--- config.mk ---
export PLATFORM = sky130hd
export DESIGN_NAME = uart_icb_ctrl
export DESIGN_NICKNAME = d
export VERILOG_FILES = /design/src/rtl/uart_ctrl_pkg.sv /design/src/rtl/uart_icb_ctrl.sv
export SDC_FILE = /design/constraint.sdc
export NUM_CORES = 1
export LEC_CHECK = 0
export BUFFER_PORTS_ARGS = -buffer_cell sky130_fd_sc_hd__buf_2
export CORE_AREA = 2 2 84 86
export CTS_CLUSTER_DIAMETER = 50
export DETAILED_ROUTE_END_ITERATION = 8
export DIE_AREA = 0 0 86 88
export GPL_ROUTABILITY_DRIVEN = 1
export GPL_TIMING_DRIVEN = 0
export HOLD_SLACK_MARGIN = 0.1
export PLACE_DENSITY = 0.7
export SYNTH_ARGS = -nofsm -noshare
export SYNTH_HDL_FRONTEND = slang
export SYNTH_SLANG_ARGS = --single-unit
--- constraint.sdc ---
create_clock -name clk -period 2.15 [get_ports clk]
set_clock_uncertainty 0.2 [all_clocks]
set_input_delay 0.3225 -clock clk [delete_from_list [all_inputs] [get_ports clk]]
set_output_delay 0.3225 -clock clk [all_outputs]
set_load 0.1 [all_outputs]
--- src/rtl/uart_ctrl_pkg.sv ---
// Shared definitions for the UART0 ICB init sequencer: FSM states,
// 16550 register offsets, init constants and the per-step offset table.
package uart_ctrl_pkg;

  typedef enum logic [1:0] {
    IDLE    = 2'd0,
    HST_RSP = 2'd1,
    SEQ_CMD = 2'd2,
    SEQ_RSP = 2'd3
  } state_e;

  localparam logic [2:0] OFS_THR_DLL = 3'd0;
  localparam logic [2:0] OFS_IER_DLM = 3'd1;
  localparam logic [2:0] OFS_FCR     = 3'd2;
  localparam logic [2:0] OFS_LCR     = 3'd3;

  localparam logic [7:0] LCR_DLAB_8N1 = 8'h83;
  localparam logic [7:0] LCR_8N1      = 8'h03;
  localparam logic [7:0] FCR_INIT     = 8'h07;

  localparam logic [2:0] SEQ_LAST = 3'd5;

  // Offset of each init step: unlock divisor latch, DLL, DLM, relock, FIFO, IER
  function automatic logic [2:0] step_offset(input logic [2:0] step);
    case (step)
      3'd0:    step_offset = OFS_LCR;
      3'd1:    step_offset = OFS_THR_DLL;
      3'd2:    step_offset = OFS_IER_DLM;
      3'd3:    step_offset = OFS_LCR;
      3'd4:    step_offset = OFS_FCR;
      default: step_offset = OFS_IER_DLM;
    endcase
  endfunction

endpackage

--- src/rtl/uart_icb_ctrl.sv ---
// ICB front-end for UART0: passes host traffic through when idle and, on
// cfg_start, owns the master port to issue the six-write UART init sequence.
module uart_icb_ctrl
  import uart_ctrl_pkg::*;
#(
  parameter int              AW        = 32,
  parameter int              DW        = 32,
  parameter logic [AW-1:0]   BASE_ADDR = 32'h1001_3000,
  parameter logic [15:0]     DIVISOR   = 16'd27,
  parameter logic [7:0]      IER_VAL   = 8'h01
) (
  input  logic          clk,
  input  logic          rst,
  input  logic          cfg_start,
  output logic          cfg_busy,
  output logic          cfg_done,
  output logic          cfg_err,
  input  logic          hst_icb_cmd_valid,
  output logic          hst_icb_cmd_ready,
  input  logic [AW-1:0] hst_icb_cmd_addr,
  input  logic          hst_icb_cmd_read,
  input  logic [DW-1:0] hst_icb_cmd_wdata,
  input  logic [3:0]    hst_icb_cmd_wmask,
  output logic          hst_icb_rsp_valid,
  input  logic          hst_icb_rsp_ready,
  output logic [DW-1:0] hst_icb_rsp_rdata,
  output logic          hst_icb_rsp_err,
  output logic          m_icb_cmd_valid,
  input  logic          m_icb_cmd_ready,
  output logic [AW-1:0] m_icb_cmd_addr,
  output logic          m_icb_cmd_read,
  output logic [DW-1:0] m_icb_cmd_wdata,
  output logic [3:0]    m_icb_cmd_wmask,
  input  logic          m_icb_rsp_valid,
  output logic          m_icb_rsp_ready,
  input  logic [DW-1:0] m_icb_rsp_rdata,
  input  logic          m_icb_rsp_err
);

  state_e      r_state;
  logic [2:0]  r_step;
  logic        r_cfg_done;
  logic        r_cfg_err;

  logic          w_hst_pass;
  logic          w_seq_cmd;
  logic          w_hst_rsp;
  logic [7:0]    w_seq_byte;
  logic [AW-1:0] w_seq_addr;

  always_comb begin
    w_seq_byte = IER_VAL;
    case (r_step)
      3'd0:    w_seq_byte = LCR_DLAB_8N1;
      3'd1:    w_seq_byte = DIVISOR[7:0];
      3'd2:    w_seq_byte = DIVISOR[15:8];
      3'd3:    w_seq_byte = LCR_8N1;
      3'd4:    w_seq_byte = FCR_INIT;
      default: w_seq_byte = IER_VAL;
    endcase
  end

  assign w_seq_addr = BASE_ADDR + AW'(step_offset(r_step));

  // cfg_start steals the idle cycle from any host command presented with it
  assign w_hst_pass = (r_state == IDLE) && !cfg_start;
  assign w_seq_cmd  = (r_state == SEQ_CMD);
  assign w_hst_rsp  = (r_state == HST_RSP);

  assign m_icb_cmd_valid   = w_hst_pass ? hst_icb_cmd_valid : w_seq_cmd;
  assign m_icb_cmd_addr    = w_seq_cmd ? w_seq_addr : hst_icb_cmd_addr;
  assign m_icb_cmd_read    = w_seq_cmd ? 1'b0 : hst_icb_cmd_read;
  assign m_icb_cmd_wdata   = w_seq_cmd ? {{(DW-8){1'b0}}, w_seq_byte} : hst_icb_cmd_wdata;
  assign m_icb_cmd_wmask   = w_seq_cmd ? 4'hF : hst_icb_cmd_wmask;
  assign hst_icb_cmd_ready = w_hst_pass && m_icb_cmd_ready;

  assign m_icb_rsp_ready   = w_hst_rsp ? hst_icb_rsp_ready : (r_state == SEQ_RSP);
  assign hst_icb_rsp_valid = w_hst_rsp && m_icb_rsp_valid;
  assign hst_icb_rsp_rdata = m_icb_rsp_rdata;
  assign hst_icb_rsp_err   = m_icb_rsp_err;

  assign cfg_busy = w_seq_cmd || (r_state == SEQ_RSP);
  assign cfg_done = r_cfg_done;
  assign cfg_err  = r_cfg_err;

  always_ff @(posedge clk or posedge rst) begin
    if (rst) begin
      r_state    <= IDLE;
      r_step     <= 3'd0;
      r_cfg_done <= 1'b0;
      r_cfg_err  <= 1'b0;
    end else begin
      r_cfg_done <= 1'b0;
      case (r_state)
        IDLE: begin
          if (cfg_start) begin
            r_state   <= SEQ_CMD;
            r_step    <= 3'd0;
            r_cfg_err <= 1'b0;
          end else if (hst_icb_cmd_valid && m_icb_cmd_ready) begin
            r_state <= HST_RSP;
          end
        end
        HST_RSP: begin
          if (m_icb_rsp_valid && hst_icb_rsp_ready) r_state <= IDLE;
        end
        SEQ_CMD: begin
          if (m_icb_cmd_ready) r_state <= SEQ_RSP;
        end
        default: begin
          // Error responses are recorded but never cut the sequence short
          if (m_icb_rsp_valid) begin
            r_cfg_err <= r_cfg_err | m_icb_rsp_err;
            if (r_step == SEQ_LAST) begin
              r_cfg_done <= 1'b1;
              r_state    <= IDLE;
            end else begin
              r_step  <= r_step + 3'd1;
              r_state <= SEQ_CMD;
            end
          end
        end
      endcase
    end
  end

endmodule

==> results.sh, run 1 <==
export IMPL_ys_ff_latch=7
export IMPL_finalCriticalPeriod_ns=2.17
export IMPL_cts_tree="yes"
export IMPL_detailed_place_hpwl_microns=4450
export IMPL_io_pins=218
export IMPL_synth_area_per_cell_sq_um=7.44
export IMPL_setup_ws_ns=-0.0192
export IMPL_r2r_slack_ns=0.19
export IMPL_wl_microns=5840
export IMPL_final_nets=506
export IMPL_violations="setup timing"
export IMPL_synth_edf_count=0
export IMPL_rows=30
export IMPL_yosysUniqueCellTypes=30
export IMPL_postSynth_asyncResetShare_pct=100
export IMPL_crit_type="reg2out"
export IMPL_status="finished, violations left"
export IMPL_grt_max_degree=11
export IMPL_antenna_found_initial=0
export IMPL_seq_area_sq_um=179
export IMPL_cts_buffers=3
export IMPL_ant_nets=0
export IMPL_crit_path_end_kind="output port"
export IMPL_synth_area_sq_um=1330
export IMPL_die_area_sq_um=7570
export IMPL_clk_path_buf_depth=2
export IMPL_core_sq_um=6640
export IMPL_relSlewSlack_pct=65.3
export IMPL_crit_fanout=10
export IMPL_worst_slew_pin_slew_ns=0.512
export IMPL_portBuffers=185
export IMPL_final_hold_violation_count=0
export IMPL_grt_overflow_total=0
export IMPL_gp_congestion=0.738
export IMPL_drt_vias_per_instance=4.09
export IMPL_maxCapViolCount=0
export IMPL_multi_input_area_sq_um=1280
export IMPL_clock_fmax_mhz=461
export IMPL_yosysSeqAreaShare_pct=13.2
export IMPL_drc_errors=0
export IMPL_ys_warn_count=0
export IMPL_fillers=582
export IMPL_post_drt_wl_per_cell_microns=12.5
export IMPL_drive_gt1_share_pct=87.6
export IMPL_clk_insertion_delay_late_ns=0.23
export IMPL_start_util_pct=20.0
export IMPL_grt_setup_unrepaired="yes"
export IMPL_grt_pass1_wl_microns=7870
export IMPL_grt_usage_pct=12.7
export IMPL_syn_inst=179
export IMPL_vias=1907
export IMPL_hp_class="in2reg"
export IMPL_required_ns=1.63
export IMPL_start_kind="flip-flop"
export IMPL_setup_viol=2
export IMPL_drv_slew=0
export IMPL_clock_sinks=7
export IMPL_htree_levels=1
export IMPL_clk_pin_slew_ns=0.04
export IMPL_postLayoutCoreUtil_pct=53.3
export IMPL_area_growth_pct=166
export IMPL_syn_num_nets=298
export IMPL_num_antenna_cells=0
export IMPL_grt_pass1_vias=1760
export IMPL_cts_root_buf="clkbuf_8"
export IMPL_synth_flop_cell="dfrtp_1"
export IMPL_first_iter_violations=24
export IMPL_die_x_microns=86
export IMPL_dr_pass1_iters=4
export IMPL_die_h_microns=88
export IMPL_fin_crit_sh_pct=101
export IMPL_worstPathArrival_ns=1.65
[metal layers]
metal / up-vias / share of wire [%] / global-route usage, %
li1: 957 / - / -
met1: 851 / 34 / 13.2
met2: 99 / 58 / 26.4
met3: 0 / 8.0 / 1.79
met4: 0 / 0 / 2.45
met5: - / 0 / 0
[timing repair]
action / in CTS / in global routing
endpoints found under the hold margin: 7 / 0
resized for setup: 162 / 21
pin swaps: 7 / 3
setup buffers: 13 / 4
hold buffers: 1 / 0
endpoints found under the setup margin: 70 / 33
[stage by stage]
stage / instance area, sq um / hold slack (ns) / TNS (ns) / std cells / worst slack (ns)
6_report: 3540 / 0.122 / -0.0290 / 466 / -0.0192
2_1_floorplan: 1710 / -0.0741 / -2.97 / 179 / -0.0989
3_3_place_gp: 2730 / 0.0702 / -0.740 / 444 / -0.139
3_5_place_dp: 2730 / 0.0739 / -0.936 / 444 / -0.156
5_1_grt: 3540 / 0.134 / -0.548 / 466 / -0.106
4_1_cts: 3430 / 0.117 / -0.0652 / 462 / -0.0343
[final timing paths]
path / startpoint / endpoint / cells past startpoint
setup / recovery: r_state[0]$_DFFE_PP0P_ / m_icb_cmd_addr[1] / 7
hold / removal: cfg_start / r_step[0]$_DFFE_PP0P_ / 2
max in group asynchronous: rst / r_step[0]$_DFFE_PP0P_ / 3
hold reg to reg: cfg_err$_DFFE_PP0P_ / cfg_err$_DFFE_PP0P_ / 2
setup reg to reg: r_state[1]$_DFFE_PP0P_ / r_step[2]$_DFFE_PP0P_ / 7
min in group asynchronous: rst / cfg_done$_DFF_PP0_ / 3
[sequential cells by signal, summed over array words and instances (netlist names)]
name	cells
r_state	2
cfg_done	1
r_step	3
cfg_err	1
[final cells by class]
cell class | instances | area share [%]
Tap cell | 80 | 2.83
Buffer | 41 | 10.0
Multi-Input combinational cell | 118 | 36.2
Timing Repair Buffer | 203 | 43.1
Sequential cell | 7 | 5.05
Inverter | 13 | 1.52
Clock buffer | 4 | 1.27
[cell families after synthesis]
kind of cell,count (synthesis),synth area share (%)
DFF,7,13.2
and+or+nand+nor,80,36.1
xor gates and xnor gates,1,0.658
buffers and inverters,54,24.7
AOI/OAI and AO/OA,19,9.59
muxes,8,6.39
adders and majority gates,10,9.40
[cells in the mapped netlist, types with 2 or more instances]
cell,count,area share (%)
mux2_2,4,3.4
ha_1,10,9.4
or2_2,8,3.8
buf_4,33,19
buf_2,2,0.75
dfrtp_1,7,13
nand3_1,2,0.75
and2_1,2,0.94
o21ai_0,7,2.6
a31oi_1,3,1.4
clkbuf_1,6,1.7
nor2_1,6,1.7
inv_1,13,3.7
nand2_1,3,0.85
nand2b_1,2,0.94
nor2b_1,54,25
mux2i_1,4,3.0
[critical path, stage by stage (launching register included)]
cell and delay, ns:
dfrtp_1 0.38, inv_2 0.11, ha_4 0.18, buf_12 0.14
buf_12 0.16, o211ai_1 0.15, o21ai_4 0.11, buf_12 0.19
[cell usage in the layout (no fill, tap or decap), types with 4 or more instances in the layout]
cell type and n:
clkbuf_8 5, buf_6 23, or2_4 8, inv_1 9, o21ai_4 4, buf_12 17
nor2b_2 33, buf_4 82, ha_4 6, nor2b_4 20, buf_2 113, dfrtp_1 4
nor2_1 5
Power of run 1 is left out: the tool's default activity adds up to more than one toggle a clock period on the data nets, which glitch-free logic cannot reach.
==> run 2: changes to the inputs <==
Settings changed: BUFFER_PORTS_ARGS -buffer_cell sky130_fd_sc_hd__buf_2 to not set, DONT_BUFFER_PORTS set to 1, PLACE_DENSITY 0.7 to 0.42.
==> results.sh, run 2 (synthesized netlist as in run 1, its figures left out) <==
export IMPL_start_util_pct=20.0
export IMPL_grt_pass1_wl_microns=7070
export IMPL_detailed_place_hpwl_microns=4260
export IMPL_die_x_microns=86
export IMPL_clk_insertion_delay_late_ns=0.23
export IMPL_post_drt_wl_per_cell_microns=18.6
export IMPL_preCtsSetupSlack_ns=-0.243
export IMPL_num_antenna_cells=0
export IMPL_portBuffers=0
export IMPL_grt_pass1_vias=1290
export IMPL_top_register="r_step"
export IMPL_fillers=633
export IMPL_status="finished, violations left"
export IMPL_r2r_slack_ns=0.16
export IMPL_postLayoutCoreUtil_pct=40.2
export IMPL_violations="setup timing"
export IMPL_crit_fanout=4
export IMPL_cts_tree="yes"
export IMPL_wl_microns=5520
export IMPL_grt_overflow_total=0
export IMPL_largest_reg_flops=3
export IMPL_die_h_microns=88
export IMPL_drt_vias_per_instance=4.53
export IMPL_grt_usage_pct=12.4
export IMPL_final_common_cell="nor2b_4"
export IMPL_drc_errors=0
export IMPL_clk_pin_slew_ns=0.04
export IMPL_drive_gt1_share_pct=80.2
export IMPL_clock_sinks=7
export IMPL_final_nets=337
export IMPL_crit_path_end_kind="output port"
export IMPL_clock_fmax_mhz=417
export IMPL_grt_setup_unrepaired="yes"
export IMPL_dpl_cell_area_sq_um=1810
export IMPL_core_sq_um=6640
export IMPL_relSlewSlack_pct=37.7
export IMPL_die_area_sq_um=7570
export IMPL_io_pins=218
export IMPL_crit_type="reg2out"
export IMPL_area_growth_pct=100
export IMPL_setup_viol=63
export IMPL_fin_crit_sh_pct=112
export IMPL_drv_slew=0
export IMPL_worst_slew_pin_slew_ns=0.934
export IMPL_final_cell_mix="nor2b_4 (54), buf_4 (47), buf_6 (9)"
export IMPL_clk_path_buf_depth=2
export IMPL_maxCapViolCount=0
export IMPL_grt_max_degree=11
export IMPL_required_ns=1.63
export IMPL_hp_class="in2reg"
export IMPL_ant_nets=0
export IMPL_gp_congestion=0.762
export IMPL_htree_levels=1
export IMPL_worstPathArrival_ns=1.88
export IMPL_stdcell_area_sq_um=2670
export IMPL_antenna_found_initial=0
export IMPL_cts_buffers=3
export IMPL_top_regs="r_step (3), r_state (2)"
export IMPL_dr_pass1_iters=2
export IMPL_vias=1345
export IMPL_cts_root_buf="clkbuf_8"
export IMPL_setup_ws_ns=-0.249
export IMPL_first_iter_violations=18
export IMPL_final_hold_violation_count=0
export IMPL_finalCriticalPeriod_ns=2.40
export IMPL_rows=30
export IMPL_start_kind="flip-flop"
## run 2: cell types whose count changed in the layout (fill, tap and decap cells not counted), sizes merged
cell	delta
dlygate4sd3	+2
clkinvlp	+1
buf	-171
inv	-1
## run 2: final cells by class
type | count | area (sq um) | share of cell area (%)
Buffer | 41 | 438 | 16.4
Clock buffer | 4 | 45.0 | 1.69
Inverter | 13 | 62.6 | 2.35
Multi-Input combinational cell | 118 | 1450 | 54.4
Sequential cell | 7 | 179 | 6.71
Tap cell | 80 | 100 | 3.75
Timing Repair Buffer | 34 | 392 | 14.7
## run 2: path summary, 6_finish.rpt
| path | to | startpoint | cells after the start |
|---|---|---|---|
| worst min-delay path | cfg_err$_DFFE_PP0P_ | m_icb_rsp_valid | 2 |
| worst max-delay path | m_icb_cmd_wdata[0] | r_step[0]$_DFFE_PP0P_ | 5 |
| max in group asynchronous | r_step[2]$_DFFE_PP0P_ | rst | 2 |
| worst min register to register | r_step[1]$_DFFE_PP0P_ | r_step[1]$_DFFE_PP0P_ | 2 |
| min in group asynchronous | cfg_err$_DFFE_PP0P_ | rst | 2 |
| worst max register to register | r_step[2]$_DFFE_PP0P_ | r_state[1]$_DFFE_PP0P_ | 8 |
## run 2: per-layer routing
| metal | global-route usage [%] | vias up | part of all wire (%) |
|---|---|---|---|
| met1 | 12.4 | 621 | 31 |
| met4 | 3.61 | 0 | 1.5 |
| met3 | 5.47 | 9 | 12 |
| li1 | - | 614 | - |
| met5 | 0 | - | 0 |
| met2 | 23.1 | 101 | 55 |
## run 2: worst max-delay path: stages, from the launching register on
cell and delay, ns:
dfrtp_2 0.43, inv_4 0.07, ha_4 0.16, nor4_4 0.27
a211oi_2 0.12, a21oi_4 0.59
## run 2: what timing repair did
item                                    4_1_cts  5_1_grt
hold buffers                                  3        0
gates cloned                                  4        3
hold endpoints to repair                     10        0
resized for setup                           104       20
setup buffers                                19        9
pin swaps                                    11        8
endpoints found under the setup margin       73       67
## run 2: per-stage QoR
step	instances	hold slack [ns]	TNS [ns]
CTS	289	0.105	-5.24
global placement	259	-0.0131	-6.87
detailed placement	259	-0.00821	-7.05
global route	297	0.160	-7.28
finish	297	0.114	-4.29
floorplan	179	-0.0741	-2.97
Power of run 2 is left out for the same reason.
